## config.mk

```make
export PLATFORM = sky130hd
export DESIGN_NAME = cu_pipe_flat
export DESIGN_NICKNAME = d
export VERILOG_FILES = /design/src/rtl/cu_pipe_if.sv /design/src/rtl/cu_pipe.sv /design/src/flat_wrapper.sv
export SDC_FILE = /design/constraint.sdc
export NUM_CORES = 1
export LEC_CHECK = 0
export CORE_ASPECT_RATIO = 0.5
export CORE_MARGIN = 2
export CORE_UTILIZATION = 50
export DETAILED_ROUTE_END_ITERATION = 7
export PLACE_DENSITY_LB_ADDON = 0.15
export SLEW_MARGIN = 20
export SYNTH_ARGS = -nofsm -noshare
export SYNTH_HDL_FRONTEND = slang
export SYNTH_SLANG_ARGS = --single-unit
export TNS_END_PERCENT = 30
```

## constraint.sdc

```tcl
create_clock -name clk -period 4.2 [get_ports clk]
set_clock_uncertainty 0.15 [all_clocks]
set_input_delay 0.42 -clock clk [delete_from_list [all_inputs] [get_ports clk]]
set_output_delay 0.42 -clock clk [all_outputs]
set_load 0.05 [all_outputs]
```

## src/rtl/cu_pipe_if.sv

```systemverilog
// -----------------------------------------------------------------------------
// cu_pipe_if
// Bundle that links the ID stage, the control-unit decode FIFO (cu_pipe) and
// the ID/EX register.
//   ID side   : id_valid_i, id_ready_o, id_opcode_i, id_func3_i, id_func7_i
//   EX side   : ex_ready_i, ex_flush_i
//   CU outputs: cu_valid_o, cu_ALUctrl_o, cu_branch_o, cu_jump_o, cu_mem_o,
//               cu_illegal_o, cu_illegal_cnt_o
// The slave modport is the control unit's view of the bundle. The master
// modport is the view of whatever drives instructions in and takes decoded
// entries out.
// -----------------------------------------------------------------------------
interface cu_pipe_if #(
   parameter int ALUCTRL_W = 5,
   parameter int CNT_W     = 8
);
   logic                 id_valid_i;
   logic                 id_ready_o;
   logic [6:0]           id_opcode_i;
   logic [2:0]           id_func3_i;
   logic [6:0]           id_func7_i;
   logic                 ex_ready_i;
   logic                 ex_flush_i;
   logic                 cu_valid_o;
   logic [ALUCTRL_W-1:0] cu_ALUctrl_o;
   logic                 cu_branch_o;
   logic                 cu_jump_o;
   logic                 cu_mem_o;
   logic                 cu_illegal_o;
   logic [CNT_W-1:0]     cu_illegal_cnt_o;

   modport slave (
      input  id_valid_i, id_opcode_i, id_func3_i, id_func7_i,
      input  ex_ready_i, ex_flush_i,
      output id_ready_o, cu_valid_o, cu_ALUctrl_o, cu_branch_o, cu_jump_o,
      output cu_mem_o, cu_illegal_o, cu_illegal_cnt_o
   );

   modport master (
      output id_valid_i, id_opcode_i, id_func3_i, id_func7_i,
      output ex_ready_i, ex_flush_i,
      input  id_ready_o, cu_valid_o, cu_ALUctrl_o, cu_branch_o, cu_jump_o,
      input  cu_mem_o, cu_illegal_o, cu_illegal_cnt_o
   );
endinterface

```

## src/rtl/cu_pipe.sv

```systemverilog
// -----------------------------------------------------------------------------
// cu_pipe
// Pipelined RV32I control-unit decoder. It decodes opcode/func3/func7 into an
// ALU control code, class flags (branch, jump, mem) and an illegal flag. The
// decoded entries are queued in a DEPTH-entry FIFO between ID and ID/EX.
// Ports:
//   clk   - clock
//   rst_n - asynchronous active-low reset
//   bus   - cu_pipe_if.slave: ID handshake and fields, EX ready/flush,
//           head-entry outputs and the saturating illegal-instruction count
// Parameters: ALUCTRL_W (>= 5), DEPTH (power of two, >= 2), CNT_W.
// Optional feature: define CU_M_EXT_EN to decode RV32M (R-type with
// func7=0000001) into ALU codes 16..23. Without it those encodings are illegal.
// -----------------------------------------------------------------------------
module cu_pipe #(
   parameter int ALUCTRL_W = 5,
   parameter int DEPTH     = 2,
   parameter int CNT_W     = 8
) (
   input  logic    clk,
   input  logic    rst_n,
   cu_pipe_if.slave bus
);

`ifdef CU_M_EXT_EN
   localparam bit M_EXT = 1'b1;
`else
   localparam bit M_EXT = 1'b0;
`endif

   localparam int PTR_W = $clog2(DEPTH);
   localparam int OCC_W = PTR_W + 1;
   localparam logic [OCC_W-1:0] DEPTH_C = OCC_W'(DEPTH);

   localparam logic [6:0] OP_R      = 7'b0110011;
   localparam logic [6:0] OP_I      = 7'b0010011;
   localparam logic [6:0] OP_LOAD   = 7'b0000011;
   localparam logic [6:0] OP_STORE  = 7'b0100011;
   localparam logic [6:0] OP_JALR   = 7'b1100111;
   localparam logic [6:0] OP_JAL    = 7'b1101111;
   localparam logic [6:0] OP_AUIPC  = 7'b0010111;
   localparam logic [6:0] OP_LUI    = 7'b0110111;
   localparam logic [6:0] OP_BRANCH = 7'b1100011;

   localparam logic [6:0] F7_BASE = 7'b0000000;
   localparam logic [6:0] F7_ALT  = 7'b0100000;
   localparam logic [6:0] F7_MUL  = 7'b0000001;

   localparam logic [ALUCTRL_W-1:0] ALU_ADD  = ALUCTRL_W'(1);
   localparam logic [ALUCTRL_W-1:0] ALU_SUB  = ALUCTRL_W'(2);
   localparam logic [ALUCTRL_W-1:0] ALU_SLL  = ALUCTRL_W'(3);
   localparam logic [ALUCTRL_W-1:0] ALU_SLT  = ALUCTRL_W'(4);
   localparam logic [ALUCTRL_W-1:0] ALU_SLTU = ALUCTRL_W'(5);
   localparam logic [ALUCTRL_W-1:0] ALU_XOR  = ALUCTRL_W'(6);
   localparam logic [ALUCTRL_W-1:0] ALU_SRL  = ALUCTRL_W'(7);
   localparam logic [ALUCTRL_W-1:0] ALU_SRA  = ALUCTRL_W'(8);
   localparam logic [ALUCTRL_W-1:0] ALU_OR   = ALUCTRL_W'(9);
   localparam logic [ALUCTRL_W-1:0] ALU_AND  = ALUCTRL_W'(10);
   localparam logic [ALUCTRL_W-1:0] ALU_EQU  = ALUCTRL_W'(11);
   localparam logic [ALUCTRL_W-1:0] ALU_NEQ  = ALUCTRL_W'(12);
   localparam logic [ALUCTRL_W-1:0] ALU_SGE  = ALUCTRL_W'(13);
   localparam logic [ALUCTRL_W-1:0] ALU_SGEU = ALUCTRL_W'(14);
   localparam logic [ALUCTRL_W-1:0] ALU_MUL  = ALUCTRL_W'(16);

   typedef struct packed {
      logic [ALUCTRL_W-1:0] alu;
      logic                 branch;
      logic                 jump;
      logic                 mem;
      logic                 illegal;
   } entry_t;

   entry_t                 mem_q [DEPTH];
   entry_t                 mem_d [DEPTH];
   logic [PTR_W-1:0]       wr_ptr_q, wr_ptr_d;
   logic [PTR_W-1:0]       rd_ptr_q, rd_ptr_d;
   logic [OCC_W-1:0]       count_q, count_d;
   logic [CNT_W-1:0]       ill_cnt_q, ill_cnt_d;

   logic [ALUCTRL_W-1:0]   dec_alu;
   logic                   dec_branch, dec_jump, dec_mem, dec_legal;
   entry_t                 dec_entry;
   logic                   id_ready, cu_valid, push, pop;

   // Instruction decode. dec_legal starts high and each unsupported encoding
   // clears it. An illegal result is then forced to NO_OP with all class
   // flags low, so the EX stage never sees a partial decode.
   always_comb begin
      dec_alu    = '0;
      dec_branch = 1'b0;
      dec_jump   = 1'b0;
      dec_mem    = 1'b0;
      dec_legal  = 1'b1;
      case (bus.id_opcode_i)
         OP_R: begin
            if (M_EXT && bus.id_func7_i == F7_MUL) begin
               dec_alu = ALU_MUL + ALUCTRL_W'(bus.id_func3_i);
            end else if (bus.id_func7_i == F7_BASE) begin
               case (bus.id_func3_i)
                  3'd0:    dec_alu = ALU_ADD;
                  3'd1:    dec_alu = ALU_SLL;
                  3'd2:    dec_alu = ALU_SLT;
                  3'd3:    dec_alu = ALU_SLTU;
                  3'd4:    dec_alu = ALU_XOR;
                  3'd5:    dec_alu = ALU_SRL;
                  3'd6:    dec_alu = ALU_OR;
                  default: dec_alu = ALU_AND;
               endcase
            end else if (bus.id_func7_i == F7_ALT && bus.id_func3_i == 3'd0) begin
               dec_alu = ALU_SUB;
            end else if (bus.id_func7_i == F7_ALT && bus.id_func3_i == 3'd5) begin
               dec_alu = ALU_SRA;
            end else begin
               dec_legal = 1'b0;
            end
         end
         OP_I: begin
            // func7 is immediate data for most I-arith ops and only
            // qualifies the shift encodings.
            case (bus.id_func3_i)
               3'd0: dec_alu = ALU_ADD;
               3'd1: begin
                  if (bus.id_func7_i == F7_BASE) dec_alu = ALU_SLL;
                  else                           dec_legal = 1'b0;
               end
               3'd2: dec_alu = ALU_SLT;
               3'd3: dec_alu = ALU_SLTU;
               3'd4: dec_alu = ALU_XOR;
               3'd5: begin
                  if (bus.id_func7_i == F7_BASE)     dec_alu = ALU_SRL;
                  else if (bus.id_func7_i == F7_ALT) dec_alu = ALU_SRA;
                  else                               dec_legal = 1'b0;
               end
               3'd6:    dec_alu = ALU_OR;
               default: dec_alu = ALU_AND;
            endcase
         end
         OP_LOAD, OP_STORE: begin
            dec_alu = ALU_ADD;
            dec_mem = 1'b1;
         end
         OP_JALR, OP_JAL: begin
            dec_alu  = ALU_ADD;
            dec_jump = 1'b1;
         end
         OP_AUIPC, OP_LUI: dec_alu = ALU_ADD;
         OP_BRANCH: begin
            dec_branch = 1'b1;
            case (bus.id_func3_i)
               3'd0:    dec_alu = ALU_EQU;
               3'd1:    dec_alu = ALU_NEQ;
               3'd4:    dec_alu = ALU_SLT;
               3'd5:    dec_alu = ALU_SGE;
               3'd6:    dec_alu = ALU_SLTU;
               3'd7:    dec_alu = ALU_SGEU;
               default: dec_legal = 1'b0;
            endcase
         end
         default: dec_legal = 1'b0;
      endcase

      if (dec_legal) begin
         dec_entry = '{alu: dec_alu, branch: dec_branch, jump: dec_jump,
                       mem: dec_mem, illegal: 1'b0};
      end else begin
         dec_entry = '{alu: '0, branch: 1'b0, jump: 1'b0, mem: 1'b0,
                       illegal: 1'b1};
      end
   end

   // Handshake and FIFO next state. ready depends only on the registered
   // occupancy, so there is no combinational path from ex_ready_i. A flush
   // overrides both push and pop and rewinds the pointers. The illegal counter
   // survives the flush and counts only instructions that were accepted.
   always_comb begin
      id_ready = (count_q < DEPTH_C);
      cu_valid = (count_q != '0);
      push     = bus.id_valid_i && id_ready && !bus.ex_flush_i;
      pop      = cu_valid && bus.ex_ready_i && !bus.ex_flush_i;

      mem_d     = mem_q;
      wr_ptr_d  = wr_ptr_q;
      rd_ptr_d  = rd_ptr_q;
      count_d   = count_q;
      ill_cnt_d = ill_cnt_q;

      if (push) begin
         mem_d[wr_ptr_q] = dec_entry;
         wr_ptr_d        = wr_ptr_q + PTR_W'(1);
         if (dec_entry.illegal && ill_cnt_q != '1) begin
            ill_cnt_d = ill_cnt_q + CNT_W'(1);
         end
      end
      if (pop) begin
         rd_ptr_d = rd_ptr_q + PTR_W'(1);
      end
      case ({push, pop})
         2'b10:   count_d = count_q + OCC_W'(1);
         2'b01:   count_d = count_q - OCC_W'(1);
         default: count_d = count_q;
      endcase

      if (bus.ex_flush_i) begin
         wr_ptr_d = '0;
         rd_ptr_d = '0;
         count_d  = '0;
      end
   end

   // State registers. The reset is asynchronous, so all of this state clears
   // as soon as rst_n falls.
   always_ff @(posedge clk or negedge rst_n) begin
      if (!rst_n) begin
         for (int i = 0; i < DEPTH; i++) begin
            mem_q[i] <= '0;
         end
         wr_ptr_q  <= '0;
         rd_ptr_q  <= '0;
         count_q   <= '0;
         ill_cnt_q <= '0;
      end else begin
         mem_q     <= mem_d;
         wr_ptr_q  <= wr_ptr_d;
         rd_ptr_q  <= rd_ptr_d;
         count_q   <= count_d;
         ill_cnt_q <= ill_cnt_d;
      end
   end

   assign bus.id_ready_o       = id_ready;
   assign bus.cu_valid_o       = cu_valid;
   assign bus.cu_ALUctrl_o     = mem_q[rd_ptr_q].alu;
   assign bus.cu_branch_o      = mem_q[rd_ptr_q].branch;
   assign bus.cu_jump_o        = mem_q[rd_ptr_q].jump;
   assign bus.cu_mem_o         = mem_q[rd_ptr_q].mem;
   assign bus.cu_illegal_o     = mem_q[rd_ptr_q].illegal;
   assign bus.cu_illegal_cnt_o = ill_cnt_q;

endmodule

```

## src/flat_wrapper.sv

```systemverilog
// flat-port wrapper written by rule: the top's interface ports become plain ports
module cu_pipe_flat 
#(
   parameter int ALUCTRL_W = 5,
   parameter int DEPTH     = 2,
   parameter int CNT_W     = 8
)
  (clk, rst_n, bus_id_valid_i, bus_id_opcode_i, bus_id_func3_i, bus_id_func7_i, bus_ex_ready_i, bus_ex_flush_i, bus_id_ready_o, bus_cu_valid_o, bus_cu_ALUctrl_o, bus_cu_branch_o, bus_cu_jump_o, bus_cu_mem_o, bus_cu_illegal_o, bus_cu_illegal_cnt_o);
  cu_pipe_if #(.ALUCTRL_W(ALUCTRL_W), .CNT_W(CNT_W)) bus_i ();
  input  logic clk;
  input  logic rst_n;
  input wire logic [$bits(bus_i.id_valid_i)-1:0] bus_id_valid_i;
  input wire logic [$bits(bus_i.id_opcode_i)-1:0] bus_id_opcode_i;
  input wire logic [$bits(bus_i.id_func3_i)-1:0] bus_id_func3_i;
  input wire logic [$bits(bus_i.id_func7_i)-1:0] bus_id_func7_i;
  input wire logic [$bits(bus_i.ex_ready_i)-1:0] bus_ex_ready_i;
  input wire logic [$bits(bus_i.ex_flush_i)-1:0] bus_ex_flush_i;
  output wire logic [$bits(bus_i.id_ready_o)-1:0] bus_id_ready_o;
  output wire logic [$bits(bus_i.cu_valid_o)-1:0] bus_cu_valid_o;
  output wire logic [$bits(bus_i.cu_ALUctrl_o)-1:0] bus_cu_ALUctrl_o;
  output wire logic [$bits(bus_i.cu_branch_o)-1:0] bus_cu_branch_o;
  output wire logic [$bits(bus_i.cu_jump_o)-1:0] bus_cu_jump_o;
  output wire logic [$bits(bus_i.cu_mem_o)-1:0] bus_cu_mem_o;
  output wire logic [$bits(bus_i.cu_illegal_o)-1:0] bus_cu_illegal_o;
  output wire logic [$bits(bus_i.cu_illegal_cnt_o)-1:0] bus_cu_illegal_cnt_o;
  assign bus_i.id_valid_i = bus_id_valid_i;
  assign bus_i.id_opcode_i = bus_id_opcode_i;
  assign bus_i.id_func3_i = bus_id_func3_i;
  assign bus_i.id_func7_i = bus_id_func7_i;
  assign bus_i.ex_ready_i = bus_ex_ready_i;
  assign bus_i.ex_flush_i = bus_ex_flush_i;
  assign bus_id_ready_o = bus_i.id_ready_o;
  assign bus_cu_valid_o = bus_i.cu_valid_o;
  assign bus_cu_ALUctrl_o = bus_i.cu_ALUctrl_o;
  assign bus_cu_branch_o = bus_i.cu_branch_o;
  assign bus_cu_jump_o = bus_i.cu_jump_o;
  assign bus_cu_mem_o = bus_i.cu_mem_o;
  assign bus_cu_illegal_o = bus_i.cu_illegal_o;
  assign bus_cu_illegal_cnt_o = bus_i.cu_illegal_cnt_o;
  cu_pipe #(.ALUCTRL_W(ALUCTRL_W), .DEPTH(DEPTH), .CNT_W(CNT_W)) u_core (.clk(clk), .rst_n(rst_n), .bus(bus_i));
endmodule
```

# Word level (Yosys, flattened, before mapping)
# Index checks and enable logic that the tools add are counted.
dict set report op_classes {
  n_reduce_logical 20
  div_mod_pow 0
  n_bitwise 2
  eq_ne 20
  shift 0
  n_addsub 5
  mul 0
  n_lt_le_gt_ge 4
  mux 35
}
# cell n
set op_table {}
lappend op_table {{two-way mux 9 bit} 5}
lappend op_table {{case mux 5 bit (7 select lines)} 1}
lappend op_table {{equality test 7 x 6 -> 1 bit, second input constant} 4}
lappend op_table {{case mux 4 bit (7 select lines)} 1}
lappend op_table {{case mux 4 bit (6 select lines)} 1}
lappend op_table {{equality test 7 bit, second input constant} 3}
lappend op_table {{case mux 5 bit (4 select lines)} 1}
lappend op_table {{bitwise mux 18 bit} 1}
lappend op_table {{two-way mux 5 bit} 3}
lappend op_table {{equality test 7 x 5 -> 1 bit, second input constant} 2}
lappend op_table {{two-way mux 1 bit} 14}
lappend op_table {{equality test 3 bit, second input constant} 4}
lappend op_table {{OR reduction 6 bit} 2}
lappend op_table {{demux 9 bit (select 1 bit)} 1}
lappend op_table {{adder 8 x 1 -> 8 bit, second input constant} 1}
lappend op_table {{logical AND 1 bit} 8}
lappend op_table {{two-way mux 4 bit} 2}
lappend op_table {{!= test 8 bit, second input constant} 1}
lappend op_table {{equality test 7 x 2 -> 1 bit, second input constant} 1}
lappend op_table {{logical NOT 7 bit} 1}
lappend op_table {{equality test 3 x 2 -> 1 bit, second input constant} 2}
lappend op_table {{nonzero test 2 bit} 3}
lappend op_table {{>= comparator 2 bit, second input constant} 2}
lappend op_table {{two-way mux 2 bit} 2}
lappend op_table {{other kinds (17)} 20}
dict set report word_totals {
  mem_count 0
  latchBits 0
  romBits 0
  word_cells 100
  ff_bits 30
  ramBits 0
  inputBits 22
  out_inout_bits 19
}

# Logic depth before layout (Yosys ltp)
# Gate-level depths: netlist (run 1).
dict set report depth {
  word_depth 9
  ltp_mapped 6
  mapped_depth_nobuf 5
}

# Least setup slack after synthesis (run 1)
# Ideal clock, no wire load.
dict set report synth_timing {
  kind {register -> register}
  start {register u_core.ill_cnt_q[0], in the netlist u_core.bus.cu_illegal_cnt_o[0]}
  end {register u_core.ill_cnt_q[4], in the netlist u_core.bus.cu_illegal_cnt_o[4]}
  setup_ns 0.141
  path_buffers 0
  synth_period_minus_slack_ns 2.106
  required_ns 3.909
  t_arrival_ns 1.815
  stages_incl_launch_ff 6
  setup_slack_ns 2.094
  path_cell_list {dfrtp_1 -> ha_1 -> nand3_1 -> o21ai_1 -> or4_4 -> xnor2_2}
}
dict set report synth_via {
  elab_chain_len 3
  elab_cells_between_ends 4
  classes_between {1 x add/sub; 1 x eq/ne; 2 x reduce/logical}
}
# element line
set synth_lines {}
lappend synth_lines {{from (decl)} cu_pipe.sv:78} ;# logic [CNT_W-1:0] ill_cnt_q, ill_cnt_d;
lappend synth_lines {{from (signal assigned)} cu_pipe.sv:226} ;# ill_cnt_q <= ill_cnt_d;
lappend synth_lines {{parallel branches: the longest is 3 deep, another holds adder 8 x 1 -> 8 bit} -}
# Parallel ways; which one is timed is not known.
# A chain may end at the register's enable or synchronous reset.

# Final worst setup path (run 1)
dict set report layout_timing {
  start {register u_core.rd_ptr_q}
  end {output bus_cu_jump_o}
}
dict set report layout_via {
  elab_chain_len 4
}
# element line
set layout_lines {}
lappend layout_lines {{from (decl)} cu_pipe.sv:76} ;# logic [PTR_W-1:0] rd_ptr_q, rd_ptr_d;
lappend layout_lines {{from (signal assigned)} cu_pipe.sv:224} ;# rd_ptr_q <= rd_ptr_d;
lappend layout_lines {{inverter 1 -> 2 bit (implied by the code)} cu_pipe.sv:234} ;# assign bus.cu_jump_o = mem_q[rd_ptr_q].jump;
lappend layout_lines {{two-way mux 9 bit (3 in a row)} -}
lappend layout_lines {{to (decl)} flat_wrapper.sv:22} ;# output wire logic [$bits(bus_i.cu_jump_o)-1:0] bus_cu_jump_o;
# Every way passes these cells. The select of a mux whose other input is x is not followed.

==> impl_summary.log, run 1 <==
[metrics] result of the run: finished clean
[metrics] Routed met3 length: 170 microns
[metrics] commonest cells in the synthesized netlist: sky130_fd_sc_hd__dfrtp_1 (28), sky130_fd_sc_hd__nand2_1 (18), sky130_fd_sc_hd__nor2_1 (15), sky130_fd_sc_hd__o21ai_0 (14), sky130_fd_sc_hd__xor2_1 (9)
[metrics] cell leakage power: 0.000906 uW
[metrics] final number of max-transition violations: 0
[metrics] portion of the clock cycle consumed by the worst path in the final layout: 60.0%
[metrics] Async S/R FF share, synth: 100%
[metrics] total power density per cell area: 390 nW/um^2
[metrics] sequential-to-total area share from yosys stat: 40.8%
[metrics] CTS tree: done
[metrics] portion of total power attributed to combinational logic: 34.8%
[metrics] final cell count without fillers: 259
[metrics] CP Max Fanout: 9
[metrics] transition time of the tightest slew-check pin: 0.554 ns
[metrics] PostCTS Resize Cnt: 0
[metrics] number of CTS-inserted buffers: 3
[metrics] area fraction of the dominant cell type after synthesis: 40.8%
[metrics] number of rows created at floorplan: 14
[metrics] via count of the first global-routing pass: 1472
[metrics] part of the power in the clock network: 24.8%
[metrics] post-route setup TNS: 0 ns
[metrics] gr ovfl total: 0
[metrics] total standard cell area after synthesis: 1720 sq um
[metrics] overall die area: 3940 sq um
[metrics] proportion of total power due to net switching: 36.5%
[metrics] Max Clock Freq: 0.397 GHz
[metrics] worst-case setup slack after placement: 1.50 ns
[metrics] Die Y: 45.4 microns
[metrics] number of detailed-routing iterations run before antenna repair: 4
[metrics] worst skew pair latency: 0.28 ns
[metrics] number of nets in the layout: 243
[metrics] cell-by-cell listing of the critical path: mux2_2, clkdlybuf4s50_1
[metrics] GPL Wtd Cong: 0.894
[metrics] buffer depth of the longest clock path: 2
[metrics] headroom to the max-slew limit: 62.8%
[metrics] post-synthesis instance total: 180
[metrics] Max VDD drop: 168 uV
[metrics] sum of buffers and inverters on the critical path: 1
[metrics] met2 wire length: 1930 microns
[metrics] most frequently used cell type in the post-synthesis netlist: sky130_fd_sc_hd__dfrtp_1
[metrics] share of layout cells above drive strength 1: 11.0%
[metrics] setup repair after global routing missed its margin: no
[metrics] type of the tightest min-delay check: primary input to async pin
[metrics] placed cell areas: 2140 sq um
[metrics] initial antenna violation count: 0
[metrics] met1 wire length: 1890 microns
[metrics] final setup violation count: 0
[metrics] summed area of non-filler cells in the final layout: 2210 sq um
[metrics] biggest area contributors in the synthesized netlist: sky130_fd_sc_hd__dfrtp_1 (41%), sky130_fd_sc_hd__mux2_2 (5.3%), sky130_fd_sc_hd__xor2_1 (4.6%)
[metrics] overall global routing resource usage: 22.0%
[metrics] Top Family by Delay on Critical Path: buffers and inverters
[metrics] vias per std cell: 5.92
[metrics] wire per inst: 15.5 microns
[metrics] Post-CTS Hold Fix Bufs: 0
[metrics] number of clock sinks: 28
[metrics] Post-Syn Area per Cell: 9.53 sq um
[metrics] Die X-Extent: 86.8 microns
[metrics] WP data arrival: 1.95 ns
[metrics] largest net degree at the start of global routing: 18
[metrics] H-tree Lvls: 1
[metrics] Hold Fails Final Rpt: 0
[metrics] Crit path required time: 3.63 ns
[metrics] endpoint class of the critical path: primary output
[metrics] synth unique cells: 52
[metrics] top routing layer in use: met4
[metrics] Synth-to-Final Area Change: 28.9%
[metrics] cell at the root of the clock tree: sky130_fd_sc_hd__clkbuf_8
[metrics] Yosys Warn Count: 0
[metrics] shortest period the worst path allows: 2.52 ns
[metrics] number of filler instances in the final layout: 246
[metrics] Setup Fix Bufs, Post-CTS: 0
[metrics] number of flops mapped to enable cells by yosys: 0
[metrics] Ports: 41
[metrics] nets in the synthesized netlist: 203
[metrics] Post-Route Utilization: 70.5%
[metrics] Detail Route Antenna Nets: 0
[metrics] antenna diode count: 0
[metrics] Inst Count DP: 255
[metrics] switching power total: 315 uW
[metrics] total via count in the routed design: 1534
[metrics] area leader, netlist: sky130_fd_sc_hd__dfrtp_1
[metrics] critical path's slowest cell: sky130_fd_sc_hd__clkdlybuf4s50_1
[metrics] first-pass GRT wire length: 6760 microns
[metrics] PnR worst setup slack: 1.68 ns
[metrics] fraction of power consumed by sequential logic: 40.4%
[metrics] number of synthesized register bits: 28
[metrics] cell-internal power: 548 uW
[metrics] clock slew seen by the registers of the worst setup and hold paths: 0.10 ns
[metrics] max incr delay on CP: 0.71 ns
[metrics] effective utilization at floorplan: 54.7%
[metrics] number of buffer cells added on primary ports: 39
[metrics] Post-synth top flop: sky130_fd_sc_hd__dfrtp_1
[metrics] critical path start-end classification: register to primary output
[metrics] category of the worst setup path launch point: register
[metrics] HPWL after detailed placement: 3050 microns
[metrics] number of remaining DRC errors: 0
[metrics] Detailed Route WL: 4010 microns
[metrics] max cap viols: 0
[metrics] core region area: 3140 sq um
[metrics] violation count after the first detailed-routing iteration: 41
[per-layer routing]
layer | vias to the layer above | GRT usage (%)
li1 | 743 | -
met1 | 734 | 29.2
met2 | 53 | 39.2
met3 | 4 | 3.62
met4 | 0 | 4.38
met5 | - | 0
[layout by cell type, fill, tap and decap left out, types with 5 or more instances in the layout]
cell                              instances
sky130_fd_sc_hd__dfrtp_1                 28
sky130_fd_sc_hd__a22o_1                   5
sky130_fd_sc_hd__nand3_1                  7
sky130_fd_sc_hd__o21ai_0                 14
sky130_fd_sc_hd__xor2_1                   9
sky130_fd_sc_hd__a21oi_1                  7
sky130_fd_sc_hd__nand2_1                 18
sky130_fd_sc_hd__clkdlybuf4s50_1         39
sky130_fd_sc_hd__mux2_2                   8
sky130_fd_sc_hd__nor4_1                   5
sky130_fd_sc_hd__nor2_1                  15
sky130_fd_sc_hd__inv_1                    6
[logic make-up after synthesis]
family	count (synthesis)	share of synthesized area [%]
DFF	28	40.8
AOI/OAI and AO/OA	45	18.5
adders and majority gates	1	0.729
and+or+nand+nor	73	24.5
muxes	10	6.49
buffers and inverters	11	2.70
other	1	0.219
xor gates and xnor gates	11	6.05
[sequential cells by signal, summed over array words and instances (netlist names)]
| name | cells |
|---|---|
| u_core.count_q | 2 |
| u_core.rd_ptr_q | 1 |
| u_core.bus.cu_illegal_cnt_o | 8 |
| u_core.mem_q | 16 |
| u_core.wr_ptr_q | 1 |
[power by group through the flow]
stage                     registers, uW  clock network, uW  logic [uW]
after floorplan                     429                  0         109
after CTS                           349                216         301
after global routing                356                226         320
after detailed placement            353                  0         301
final                               349                214         300
after global placement              350                  0         295
[metrics by stage]
stage	hold slack, ns	total power (uW)
after detailed placement	0.317	654
after CTS	0.340	866
after floorplan	-0.0256	538
after global routing	0.359	901
final	0.323	863
after global placement	0.309	645
[cell type report]
cell class	count	area (sq um)	area share, %
Clock buffer	3	41.3	1.87
Sequential cell	28	701	31.7
Multi-Input combinational cell	141	968	43.8
Inverter	6	22.5	1.02
Timing Repair Buffer	40	398	18.0
Tap cell	40	50.0	2.26
Clock inverter	1	30.0	1.36
[path summary, 6_finish.rpt]
path / start / to / slack (ns) / depth (start not counted)
min in group clk: u_core.mem_q[11]$_DFFE_PN0P_ / u_core.mem_q[11]$_DFFE_PN0P_ / 0.34 / 2
worst min-delay path: rst_n / u_core.mem_q[12]$_DFFE_PN0P_ / 0.32 / 1
worst max-delay path: u_core.rd_ptr_q$_DFFE_PN0P_ / bus_cu_jump_o / 1.68 / 2
worst max register to register: u_core.count_q[1]$_DFFE_PN0P_ / u_core.bus.cu_illegal_cnt_o[4]$_DFFE_PN0P_ / 2.10 / 5
worst min register to register: u_core.mem_q[11]$_DFFE_PN0P_ / u_core.mem_q[11]$_DFFE_PN0P_ / 0.34 / 2
max in group asynchronous: rst_n / u_core.bus.cu_illegal_cnt_o[1]$_DFFE_PN0P_ / 2.95 / 2
Note: power is estimated with default switching activity, not from simulation.
==> run 2, diff against run 1 <==
CORE_UTILIZATION = 49   (was 50)
clock period = 2.6 ns   (was 4.2 ns; I/O delays follow)
==> impl_summary.log, run 2 (synthesized netlist as in run 1, its figures left out) <==
[metrics] initial antenna violation count: 0 (unchanged)
[metrics] setup repair after global routing missed its margin: no
[metrics] CP Max Fanout: 9 (unchanged)
[metrics] clock slew seen by the registers of the worst setup and hold paths: 0.09 ns (about the same)
[metrics] Most flops, register: u_core.mem_q
[metrics] shortest period the worst path allows: 2.38 ns
[metrics] number of filler instances in the final layout: 290 (+18%)
[metrics] area used by multi-input combinational logic: 968 sq um (unchanged)
[metrics] portion of the clock cycle consumed by the worst path in the final layout: 91.5%
[metrics] most common library cell in the layout ignoring fill and taps: sky130_fd_sc_hd__clkdlybuf4s50_1
[metrics] portion of total power attributed to combinational logic: 36.7% (+1.9 points)
[metrics] Crit path required time: 2.19 ns (-1.44 ns)
[metrics] core region area: 3400 sq um (+8.3%)
[metrics] effective utilization at floorplan: 50.5% (-4.2 points)
[metrics] worst hold-check slack: 0.212 ns (-0.111 ns)
[metrics] switching power total: 502 uW (+60%)
[metrics] number of buffer cells added on primary ports: 39 (unchanged)
[metrics] type of the tightest min-delay check: primary input to async pin
[metrics] headroom to the max-slew limit: 61.4% (-1.4 points)
[metrics] result of the run: finished clean
[metrics] Setup Fix Bufs, Post-CTS: 0 (unchanged)
[metrics] vias per std cell: 5.52 (-6.9%)
[metrics] buffer depth of the longest clock path: 2 (unchanged)
[metrics] transition time of the tightest slew-check pin: 0.574 ns (+0.0203 ns)
[metrics] antenna diode count: 0 (unchanged)
[metrics] Max Clock Freq: 0.420 GHz
[metrics] cell at the root of the clock tree: sky130_fd_sc_hd__clkbuf_8
[metrics] max incr delay on CP: 0.70 ns (about the same)
[metrics] number of nets in the layout: 246 (+1.2%)
[metrics] number of clock sinks: 28 (unchanged)
[metrics] number of rows created at floorplan: 15 (+1)
[metrics] category of the worst setup path launch point: register
[metrics] Ports: 41 (unchanged)
[metrics] number of detailed-routing iterations run before antenna repair: 4 (unchanged)
[metrics] final number of max-transition violations: 0 (unchanged)
[metrics] Die X-Extent: 87.7 microns (+0.97%)
[metrics] PostCTS Resize Cnt: 0 (unchanged)
[metrics] final setup violation count: 0 (unchanged)
[metrics] CTS tree: done
[metrics] gr ovfl total: 0 (unchanged)
[metrics] total via count in the routed design: 1506 (-1.8%)
[metrics] sum of buffers and inverters on the critical path: 1 (unchanged)
[metrics] H-tree Lvls: 1 (unchanged)
[metrics] cell-by-cell listing of the critical path: mux2_2, clkdlybuf4s50_1
[metrics] worst skew pair latency: 0.28 ns (about the same)
[metrics] Inst Count DP: 269 (+5.5%)
[metrics] fraction of power consumed by sequential logic: 42.7% (+2.3 points)
[metrics] proportion of total power due to net switching: 38.0% (+1.6 points)
[metrics] Detailed Route WL: 3860 microns (-3.9%)
[metrics] GPL Wtd Cong: 0.893 (-0.10%)
[metrics] number of remaining DRC errors: 0 (unchanged)
[metrics] critical path start-end classification: register to primary output
[metrics] first-pass GRT wire length: 6270 microns (-7.3%)
[metrics] Hold Fails Final Rpt: 0 (unchanged)
[metrics] Crit Reg-Reg Startpoint: u_core.count_q[1]$_DFFE_PN0P_
[metrics] violation count after the first detailed-routing iteration: 83 (+100%)
[metrics] Max VDD drop: 259 uV (+54%)
[metrics] start point of the critical path: u_core.rd_ptr_q$_DFFE_PN0P_
[metrics] total power density per cell area: 592 nW/um^2 (+52%)
[metrics] largest net degree at the start of global routing: 29 (+11)
[metrics] commonest cells after routing, fill and taps aside: sky130_fd_sc_hd__clkdlybuf4s50_1 (39), sky130_fd_sc_hd__dfrtp_1 (28), sky130_fd_sc_hd__nand2_1 (18)
[metrics] HPWL after detailed placement: 2900 microns (-5.0%)
[metrics] cell-internal power: 818 uW (+49%)
[metrics] post-route setup TNS: 0 ns (unchanged)
[metrics] max cap viols: 0 (unchanged)
[metrics] share of layout cells above drive strength 1: 12.2% (+1.2 points)
[metrics] max FFs per register: 16 (unchanged)
[metrics] Synth-to-Final Area Change: 30.1%
[metrics] overall global routing resource usage: 20.7% (-1.3 points)
[metrics] FF+latch area: 701 sq um (unchanged)
[metrics] WP data arrival: 1.97 ns (+0.02 ns)
[metrics] Die Y: 45.8 microns (+0.94%)
[metrics] number of CTS-inserted buffers: 3 (unchanged)
[metrics] PnR Total Power: 1320 uW (+53%)
[metrics] part of the power in the clock network: 20.6% (-4.2 points)
[metrics] Detail Route Antenna Nets: 0 (unchanged)
[metrics] endpoint class of the critical path: primary output
[metrics] wire per inst: 14.1 microns (-8.9%)
[metrics] cell leakage power: 0.000913 uW (+0.82%)
[metrics] Top Family by Delay on Critical Path: buffers and inverters
[metrics] overall die area: 4020 sq um (+1.9%)
[metrics] Post-CTS Hold Fix Bufs: 0 (unchanged)
[metrics] critical path's slowest cell: sky130_fd_sc_hd__clkdlybuf4s50_1
[metrics] via count of the first global-routing pass: 1349 (-8.4%)
[metrics] final cell count without fillers: 273 (+5.4%)
-- run 2: stage by stage --
step,worst slack [ns],cell area (sq um),util [%]
3_3_place_gp,0.172,2180,64.1
4_1_cts,0.212,2230,65.7
3_5_place_dp,0.132,2180,64.1
5_1_grt,0.156,2230,65.7
2_1_floorplan,0.494,1720,-
6_report,0.222,2230,65.7
-- run 2: path summary, 6_finish.rpt --
path,endpoint,slack (ns),depth (start not counted)
worst max-delay path,bus_cu_illegal_o,0.22,2
worst min-delay path,u_core.bus.cu_illegal_cnt_o[5]$_DFFE_PN0P_,0.21,2
worst max register to register,u_core.bus.cu_illegal_cnt_o[4]$_DFFE_PN0P_,0.58,5
worst min register to register,u_core.mem_q[14]$_DFFE_PN0P_,0.34,2
max in group asynchronous,u_core.rd_ptr_q$_DFFE_PN0P_,1.83,2
min in group clk,u_core.mem_q[14]$_DFFE_PN0P_,0.34,2
-- run 2: worst reg2reg max path: stages, from the launching register on --
cell and delay, ns:
sky130_fd_sc_hd__dfrtp_1 0.42, sky130_fd_sc_hd__nand2b_1 0.23, sky130_fd_sc_hd__nor2_1 0.19, sky130_fd_sc_hd__o21ai_1 0.20, sky130_fd_sc_hd__or4_4 0.59, sky130_fd_sc_hd__xnor2_2 0.14
-- run 2: area by class of cell --
class	count	share of cell area, %
Multi-Input combinational cell	141	43.4
Sequential cell	28	31.4
Inverter	6	1.01
Timing Repair Buffer	43	18.8
Clock buffer	4	2.47
Tap cell	51	2.86
-- run 2: power groups by stage --
stage	clock network (uW)	registers, uW	logic [uW]
after floorplan	0	693	176
after global placement	0	567	480
after detailed placement	0	571	487
after CTS	277	562	487
after global routing	295	573	519
final	272	563	485
-- run 2: per-layer routing --
| layer | global-route usage, % | wire length, microns | vias up |
|---|---|---|---|
| met4 | 8.00 | 50 | 0 |
| met3 | 3.99 | 195 | 6 |
| met5 | 0 | 0 | - |
| li1 | - | - | 741 |
| met1 | 28.7 | 1920 | 706 |
| met2 | 32.6 | 1690 | 53 |
